===== src/rtl/seg_scan_if.sv =====
// rtl/seg_scan_if.sv - update handshake bundle for the 7-segment scanner
//
// Purpose : carries a packed hex display value from a producer to seg_scan.
// Signals : upd_value [4*DIGITS-1:0] packed nibbles, digit 0 least significant
//           upd_valid                 producer offers upd_value, held until accepted
//           upd_ready                 scanner accepts this cycle (frame boundary)
// Modports: master = producer, slave = seg_scan
interface seg_scan_if #(
  parameter int DIGITS = 4
);
  logic [4*DIGITS-1:0] upd_value;
  logic                upd_valid;
  logic                upd_ready;

  modport master (output upd_value, output upd_valid, input upd_ready);
  modport slave  (input upd_value, input upd_valid, output upd_ready);
endinterface


===== src/rtl/seg_scan.sv =====
// rtl/seg_scan.sv - time-multiplexed multi-digit 7-segment scanner
//
// Purpose : latches a packed hex value at frame boundaries only and walks the
//           digits one at a time, with a blanking gap before each digit and
//           optional leading-zero suppression.
// Ports   : clk        system clock, rising edge
//           reset      synchronous, active-high
//           upd        seg_scan_if.slave update handshake (value/valid/ready)
//           lz_en      leading-zero suppression enable
//           digit_num  nibble of the selected digit, to the hex decoder
//           digit_en   one-hot enable of the lit digit, zero while blanking
//           blank      high when no digit is lit
module seg_scan #(
  parameter int DIGITS    = 4,
  parameter int DWELL_CYC = 50000,
  parameter int BLANK_CYC = 500
) (
  input  logic              clk,
  input  logic              reset,
  seg_scan_if.slave         upd,
  input  logic              lz_en,
  output logic [3:0]        digit_num,
  output logic [DIGITS-1:0] digit_en,
  output logic              blank
);

  localparam int MAXC = (DWELL_CYC > BLANK_CYC) ? DWELL_CYC : BLANK_CYC;
  localparam int CW   = (MAXC > 1) ? $clog2(MAXC) : 1;
  localparam int IW   = (DIGITS > 1) ? $clog2(DIGITS) : 1;

  typedef enum logic {ST_BLANK, ST_SHOW} state_t;

  state_t              state, state_n;
  logic [CW-1:0]       cnt, cnt_n;
  logic [IW-1:0]       idx, idx_n;
  logic [4*DIGITS-1:0] shadow;
  logic                supp, supp_n;
  logic                zero_above;
  logic                frame_start;
  logic                lit;

  // First BLANK cycle of digit 0 is the only point where a new value may land,
  // so a frame is always drawn from a single shadow value.
  assign frame_start   = (state == ST_BLANK) && (idx == '0) && (cnt == '0);
  assign upd.upd_ready = frame_start;

  always_ff @(posedge clk) begin
    if (reset) begin
      state  <= ST_BLANK;
      cnt    <= '0;
      idx    <= '0;
      shadow <= '0;
      supp   <= 1'b0;
    end else begin
      state <= state_n;
      cnt   <= cnt_n;
      idx   <= idx_n;
      supp  <= supp_n;
      if (frame_start && upd.upd_valid) begin
        shadow <= upd.upd_value;
      end
    end
  end

  // True when digit idx and every digit above it are zero.
  always_comb begin
    zero_above = 1'b1;
    for (int i = 0; i < DIGITS; i++) begin
      if ((i >= int'(idx)) && (shadow[4*i +: 4] != 4'd0)) begin
        zero_above = 1'b0;
      end
    end
  end

  always_comb begin
    state_n = state;
    cnt_n   = cnt + 1'b1;
    idx_n   = idx;
    supp_n  = supp;
    case (state)
      ST_BLANK: begin
        if (cnt == CW'(BLANK_CYC - 1)) begin
          state_n = ST_SHOW;
          cnt_n   = '0;
          // Suppression is frozen at SHOW entry so lz_en never reaches the
          // outputs combinationally and cannot flicker a digit mid-dwell.
          supp_n  = lz_en && (idx != '0) && zero_above;
        end
      end
      ST_SHOW: begin
        if (cnt == CW'(DWELL_CYC - 1)) begin
          state_n = ST_BLANK;
          cnt_n   = '0;
          idx_n   = (idx == IW'(DIGITS - 1)) ? '0 : idx + 1'b1;
          supp_n  = 1'b0;
        end
      end
      default: begin
        state_n = ST_BLANK;
        cnt_n   = '0;
      end
    endcase
  end

  // digit_num is presented through BLANK too so the decoder settles early.
  assign digit_num = shadow[{idx, 2'b00} +: 4];
  assign lit       = (state == ST_SHOW) && !supp;
  assign digit_en  = lit ? (DIGITS'(1) << idx) : '0;
  assign blank     = !lit;

endmodule


===== src/flat_wrapper.sv =====
// flat-port wrapper written by rule: the top's interface ports become plain ports
module seg_scan_flat 
#(
  parameter int DIGITS    = 4,
  parameter int DWELL_CYC = 50000,
  parameter int BLANK_CYC = 500
)
  (clk, reset, lz_en, digit_num, digit_en, blank, upd_upd_value, upd_upd_valid, upd_upd_ready);
  seg_scan_if #(.DIGITS(DIGITS)) upd_i ();
  input  logic clk;
  input  logic reset;
  input  logic lz_en;
  output logic [3:0] digit_num;
  output logic [DIGITS-1:0] digit_en;
  output logic blank;
  input wire logic [$bits(upd_i.upd_value)-1:0] upd_upd_value;
  input wire logic [$bits(upd_i.upd_valid)-1:0] upd_upd_valid;
  output wire logic [$bits(upd_i.upd_ready)-1:0] upd_upd_ready;
  assign upd_i.upd_value = upd_upd_value;
  assign upd_i.upd_valid = upd_upd_valid;
  assign upd_upd_ready = upd_i.upd_ready;
  seg_scan #(.DIGITS(DIGITS), .DWELL_CYC(DWELL_CYC), .BLANK_CYC(BLANK_CYC)) u_core (.clk(clk), .reset(reset), .upd(upd_i), .lz_en(lz_en), .digit_num(digit_num), .digit_en(digit_en), .blank(blank));
endmodule

===== config.mk =====
export PLATFORM = sky130hd
export DESIGN_NAME = seg_scan_flat
export DESIGN_NICKNAME = d
export VERILOG_FILES = /design/src/rtl/seg_scan_if.sv /design/src/rtl/seg_scan.sv /design/src/flat_wrapper.sv
export SDC_FILE = /design/constraint.sdc
export NUM_CORES = 1
export LEC_CHECK = 0
export ABC_AREA = 1
export CAP_MARGIN = 20
export CELL_PAD_IN_SITES_DETAIL_PLACEMENT = 1
export CELL_PAD_IN_SITES_GLOBAL_PLACEMENT = 2
export CORE_MARGIN = 4
export CORE_UTILIZATION = 30
export CTS_CLUSTER_SIZE = 28
export DETAILED_ROUTE_END_ITERATION = 10
export PLACE_DENSITY_LB_ADDON = 0.1
export SLEW_MARGIN = 20
export SYNTH_ARGS = -nofsm -noshare
export SYNTH_HDL_FRONTEND = slang
export SYNTH_SLANG_ARGS = --single-unit

===== constraint.sdc =====
create_clock -name clk -period 2.1 [get_ports clk]
set_input_delay 0.315 -clock clk [delete_from_list [all_inputs] [get_ports clk]]
set_output_delay 0.315 -clock clk [all_outputs]
set_load 0.05 [all_outputs]

==> results of run 1 <==
[layer usage]
layer  routed length (microns)  track usage [%]  part of all wire, %  vias up
met3                       196             3.25                  3.6        5
met1                      2960             20.3                   55      828
met4                        52             2.97                 0.96        0
met2                      2180             19.9                   40       23
li1                          -                -                    -      979
met5                         0                0                    0        -
[cells by family after synthesis]
kind of cell | count (synthesis)
xor+xnor | 11
flops | 36
buf+inv | 51
fa+ha+maj | 7
compound gates | 23
simple gates | 172
[worst max-delay path: cells and delay by family, from the launching register on]
family	cells	cell delay, ns
adders and majority gates	1	0.20
buffers and inverters	2	0.32
DFF	1	0.35
and+or+nand+nor	3	0.46
[through the flow]
step	setup WS, ns	TNS [ns]
after floorplan	-0.00671	-0.0268
after global placement	0.295	0
after detailed placement	0.258	0
after CTS	0.0127	0
after global routing	0.0199	0
final	0.171	0
[final cells by class]
| class | instances | area (sq um) | area share [%] |
|---|---|---|---|
| clock buffer | 8 | 90.1 | 3.33 |
| inverter | 43 | 161 | 5.97 |
| multi-input combinational | 213 | 1190 | 43.9 |
| timing repair buffer | 35 | 424 | 15.7 |
| sequential | 36 | 721 | 26.7 |
| tap | 96 | 120 | 4.44 |
[cell usage in the layout (no fill, tap or decap)]
master / n
o21ai_1: 1
nand3_2: 3
nor2_4: 7
nand4_2: 1
nand3_4: 2
dlygate4sd2_1: 1
xnor2_1: 2
buf_12: 9
nand2_1: 64
nor3_1: 3
a21oi_1: 14
nor2_2: 26
xor2_1: 9
nand2_2: 3
clkinv_1: 1
nor3_2: 1
o21bai_1: 1
clkdlybuf4s50_1: 19
inv_1: 35
dfxtp_1: 36
o21ai_0: 7
inv_2: 7
nand3_1: 10
and3_1: 2
nand4_4: 1
clkbuf_1: 2
or2_2: 1
nand4_1: 5
clkbuf_8: 6
ha_1: 7
nor2_1: 43
buf_4: 6
[sequential cells by signal, summed over array words and instances, names as in the netlist]
name,cells
u_core.shadow,16
u_core.idx,2
u_core.supp,1
u_core.state,1
u_core.cnt,16
[timing repair]
action,in CTS,in global routing
setup endpoints to repair,1,1
pin swaps,0,0
cloned,0,0
buffers inserted,0,0
resized for setup,1,2
[power breakdown]
part / internal [mW] / switching, mW / total, mW
Clock: 0.268 / 0.245 / 0.513
Sequential: 0.719 / 0.0241 / 0.743
Combinational: 0.138 / 0.172 / 0.309
[worst max path at each step]
stage / slack (ns) / start / cells after the start / endpoint
finish: 0.17 / u_core.idx[1]$_SDFFE_PP0P_ / 6 / upd_upd_ready
global placement: 0.30 / u_core.state$_SDFF_PP0_ / 3 / blank
CTS: 0.01 / u_core.idx[1]$_SDFFE_PP0P_ / 6 / upd_upd_ready
detailed placement: 0.26 / u_core.state$_SDFF_PP0_ / 3 / blank
floorplan: -0.007 / u_core.state$_SDFF_PP0_ / 4 / digit_en[0]
global route: 0.02 / u_core.idx[1]$_SDFFE_PP0P_ / 6 / upd_upd_ready
==> summary.txt, run 1 <==
Timing
  – Hold slack: 0.471 ns
  – Layout Skew: 0.00486 ns
  – Worst Max-Slew Pin Slew: 0.486 ns
  – Unrepaired setup endpoints after global routing: false
  – Max frequency: 0.518 GHz
  – Final worst path period need: 1.93 ns
  – Fin crit share: 91.9%
  – Max-slew violation count: 0
  – Slew HR: 67.7%
  – Endpoints failing setup: 0
  – Hold Violations, Final: 0

Finish
  – Final instance area: 0.00270 sq mm
  – N_diodes: 0
  – Layout area overhead: 26.7%
  – Final core occ: 39.4%
  – Fillcell total: 857
  – Nets: 361
  – Fin cells: 431
  – Layout cell share with drive strength beyond 1: 21.8%

Yosys
  – Cell with the most instances after synthesis: nand2_1
  – Post-synthesis mux area share: 0%
  – Ys async rst share: 0%
  – Top cells by count, synth: nand2_1, nor2_1, inv_1
  – Cells after Synth: 300
  – Mapped Nets: 327
  – Post-Syn Area per Cell: 7.12 sq um
  – Largest family of logic cells by synthesized area: simple AND/OR/NAND/NOR gates
  – Library cells used by synthesis: 30
  – Top cells by area, synth: dfxtp_1, nand2_1, nor2_2
  – Post-synthesis register bit count: 36
  – Sequential element share of the synthesized area: 33.8%
  – Adder-Cell Fraction of Synth Area: 4.10%
  – Post-synthesis xor/xnor area fraction: 4.51%
  – Syn Std Cell Area: 0.00213 sq mm
  – Area leader, netlist: dfxtp_1
  – Most used flip-flop cell after synthesis: dfxtp_1
  – Synth top area share: 33.8%
  – Compound-gate portion of the synthesized area: 5.51%
  – Post-Synth Simple-Gate Area: 41.5%
  – Post-synth EDFFs: 0
  – Syn. warnings: 0

Clocking
  – Root Buffer: clkbuf_8
  – Max H-tree Level: 2
  – Clk buf depth: 2
  – Clk Latency, worst-skew pair: 0.28 ns
  – Hold_buf cts: 0
  – TritonCTS clock tree: done
  – Clock buffer count from CTS: 5
  – Clk slew on worst S/H paths: 0.07 ns
  – Clk sinks: 36

Routing
  – Residual DRC: 0
  – Total number of vias: 1,835
  – DRT Pass-1 Iters: 4
  – WL/cell: 12.5 microns
  – Routed vias/inst: 4.26
  – DRT iter0 DRCs: 60
  – Post-Route WL: 5390 microns
  – Antenna Nets Post-Route: 0

Global routing
  – GRT overflow: 0
  – GRT Total Usage: 13.7%
  – First-pass GRT wire length: 9410 microns
  – Initial antenna violation count: 0
  – Largest net degree at the start of global routing: 17
  – Vias in the first global route: 1,905

Run status
  – Status: finished clean

Floorplanning
  – Die W: 92.4 microns
  – Core area: 0.00687 sq mm
  – Starting Density: 31.1%
  – # rows: 30
  – Die Y: 92.4 microns
  – Ports: 30
  – Die area: 0.00853 sq mm

Hold path
  – Worst hold path class: reg2reg
  – Hold EP: u_core.supp$_SDFFE_PP0P_
  – Worst hold path cell count: 2
  – Hold path startpoint: u_core.supp$_SDFFE_PP0P_

Setup path
  – Critical path startpoint category: flop
  – Worst R2R Setup Slack: 0.43 ns
  – CP max-delay cell: dfxtp_1
  – CP Capture Type: output pin
  – CP Class: reg2out
  – CP Max Fanout: 12
  – Worst endpoint data arrival time: 1.61 ns
  – Worst reg2reg startpoint: u_core.idx[1]$_SDFFE_PP0P_
  – End of the worst register-to-register path: u_core.shadow[1]$_SDFFE_PP0P_
  – Req. time, crit path: 1.78 ns
  – Worst path cell trace: inv_2, ha_1, nand2_1, nor2_2, and3_1, buf_12
  – Worst stage delay on the critical path: 0.35 ns
  – R2R cell count: 10

Placed design
  – Routability Congestion: 0.732
  – Placed insts: 423
  – Number of port buffers: 29
  – Detailed placer's ending HPWL: 4210 microns
  – Post-DP Area: 0.00262 sq mm

Power
  – Power Density: 579 mW/mm^2
  – Leak: 1.17 nW
  – Worst VDD drop: 0.000254 V
  – Design Power: 1.57 mW

Flow run
  – Max Cap Viol: 0
Note: power is estimated with default switching activity, not from simulation.
==> inputs of run 2 (changes only) <==
--- a/config.mk
+++ b/config.mk
@@ -7,8 +7,6 @@
 export LEC_CHECK = 0
 export ABC_AREA = 1
 export CAP_MARGIN = 20
-export CELL_PAD_IN_SITES_DETAIL_PLACEMENT = 1
-export CELL_PAD_IN_SITES_GLOBAL_PLACEMENT = 2
 export CORE_MARGIN = 4
 export CORE_UTILIZATION = 30
 export CTS_CLUSTER_SIZE = 28
==> constraint.sdc (replaced) <==
create_clock -name clk -period 2.1 [get_ports clk]
set_input_delay 0.315 -clock clk [delete_from_list [all_inputs] [get_ports clk]]
set_output_delay 0.315 -clock clk [all_outputs]
set_load 0.005 [all_outputs]
==> summary.txt, run 2 (synthesis results as in run 1) <==
Timing
  – Setup slack after layout: 0.0924 ns (-0.0787 ns)
  – Max frequency: 0.498 GHz (-3.9%)
  – Slew HR: 77.2% (+9.5 points)
  – Layout Skew: 0.00485 ns (-0.0000130 ns)
  – TNS Setup: 0 ns (unchanged)
  – Max-slew violation count: 0 (unchanged)
  – Fin crit share: 95.6% (+3.7 points)
  – Unrepaired setup endpoints after global routing: false
  – Hold Violations, Final: 0 (unchanged)
  – Final worst path period need: 2.01 ns (+0.0787 ns)
  – Worst Max-Slew Pin Slew: 0.341 ns (-0.145 ns)
  – Endpoints failing setup: 0 (unchanged)
  – Hold slack: 0.433 ns (-0.0384 ns)

Routing
  – WL/cell: 11.2 microns (-10%)
  – Routed vias/inst: 4.27 (+0.38%)
  – Total number of vias: 1,842 (+0.38%)
  – Met3 Wirelength: 218 microns (+11%)
  – DR top layer: met4
  – Antenna Nets Post-Route: 0 (unchanged)
  – DRT Pass-1 Iters: 5 (+1)
  – Met1 wire length: 2480 microns (-16%)
  – Post-Route WL: 4830 microns (-10%)
  – Residual DRC: 0 (unchanged)
  – DRT iter0 DRCs: 62 (+3.3%)
  – Routed length on met2: 2070 microns (-4.9%)

Setup path
  – Worst path bufs/invs: 4 (+2)
  – CP Class: reg2out
  – CP max-delay cell: clkdlybuf4s50_1
  – Critical path startpoint category: flop
  – Worst endpoint data arrival time: 1.69 ns (+0.08 ns)
  – Worst stage delay on the critical path: 0.51 ns (+0.16 ns)
  – Worst path cell trace: inv_1, buf_6, ha_1, inv_1, nor2_1, clkdlybuf4s50_1
  – Req. time, crit path: 1.78 ns (about the same)
  – Crit-path leading delay family: buffers and inverters
  – Top cell by count, worst path: inv_1
  – CP Max Fanout: 11 (-1)
  – CP Capture Type: output pin

Clocking
  – Max H-tree Level: 2 (unchanged)
  – Clk sinks: 36 (unchanged)
  – TritonCTS clock tree: done
  – Clk slew on worst S/H paths: 0.07 ns (about the same)
  – Clk buf depth: 2 (unchanged)
  – Clock buffer count from CTS: 5 (unchanged)
  – Root Buffer: clkbuf_8
  – Hold_buf cts: 0 (unchanged)
  – Clk Latency, worst-skew pair: 0.29 ns (about the same)

Floorplanning
  – Die Y: 92.4 microns (unchanged)
  – Die area: 0.00853 sq mm (unchanged)
  – # rows: 30 (unchanged)
  – Starting Density: 31.1% (unchanged)
  – Die W: 92.4 microns (unchanged)
  – Ports: 30 (unchanged)
  – Core area: 0.00687 sq mm (unchanged)

Placed design
  – Pre-CTS WS: 0.298 ns (+0.0393 ns)
  – Routability Congestion: 0.780 (+6.6%)
  – Detailed placer's ending HPWL: 3680 microns (-13%)
  – Placed insts: 422 (-0.24%)
  – Number of port buffers: 29 (unchanged)

Finish
  – Fin cells: 431 (unchanged)
  – Largest registers: u_core.cnt: 16 flops, u_core.shadow: 16 flops, u_core.idx: 2 flops
  – Layout cell share with drive strength beyond 1: 20.6% (-1.2 points)
  – Layout area overhead: 24.1%
  – N_diodes: 0 (unchanged)
  – Nets: 361 (unchanged)
  – Most frequent cells in the layout: nand2_1, nor2_1, inv_1, dfxtp_1, nor2_2
  – Most common cell after layout, fill and taps aside: nand2_1

Global routing
  – Initial antenna violation count: 0 (unchanged)
  – GRT Total Usage: 12.1% (-1.6 points)
  – First-pass GRT wire length: 8270 microns (-12%)
  – GRT overflow: 0 (unchanged)
  – Vias in the first global route: 1,837 (-3.6%)
  – Largest net degree at the start of global routing: 17 (unchanged)

Power
  – Power Density: 567 mW/mm^2 (-2.2%)
  – Worst VDD drop: 0.000266 V (+4.9%)
  – Leak: 1.20 nW (+2.8%)

Flow run
  – Max Cap Viol: 0 (unchanged)

Run status
  – Status: finished clean

Hold path
  – Worst hold path class: reg2reg
[run 2: path summary, 6_finish.rpt]
| path | to | slack [ns] | from | cells past startpoint |
|---|---|---|---|---|
| max | digit_en[1] | 0.09 | u_core.idx[1]$_SDFFE_PP0P_ | 6 |
| max reg2reg | u_core.cnt[15]$_SDFF_PP0_ | 0.49 | u_core.cnt[1]$_SDFF_PP0_ | 8 |
| min | u_core.cnt[0]$_SDFF_PP0_ | 0.43 | u_core.cnt[0]$_SDFF_PP0_ | 1 |
| min reg2reg | u_core.cnt[0]$_SDFF_PP0_ | 0.43 | u_core.cnt[0]$_SDFF_PP0_ | 1 |
[run 2: metal layers]
layer	vias up	global-route usage, %
li1	986	-
met1	823	16.1
met2	28	19.0
met3	5	3.25
met4	0	3.71
met5	-	0
[run 2: cell type report]
type,instances,area (sq um)
clock buffer,8,90.1
fill,745,4220
inverter,43,161
multi-input combinational,213,1200
sequential,36,726
tap,96,120
timing repair buffer,35,355
[run 2: through the flow]
step           area (sq um)  power (mW)  util [%]
2_1_floorplan          2130       0.908         -
3_3_place_gp           2520        1.00      36.6
3_5_place_dp           2520        1.00      36.6
4_1_cts                2610        1.53      38.0
5_1_grt                2650        1.59      38.6
6_report               2650        1.50      38.6
[run 2: report_power, final]
group	total [mW]	switching, mW	internal, mW
Clock	0.519	0.251	0.268
Combinational	0.243	0.131	0.112
Sequential	0.740	0.0208	0.719
[run 2: timing repair]
item | in CTS | in global routing
setup buffers | 0 | 1
gates resized for setup | 1 | 17
setup endpoints to repair | 1 | 9
pin swaps | 0 | 3
cloned | 0 | 0
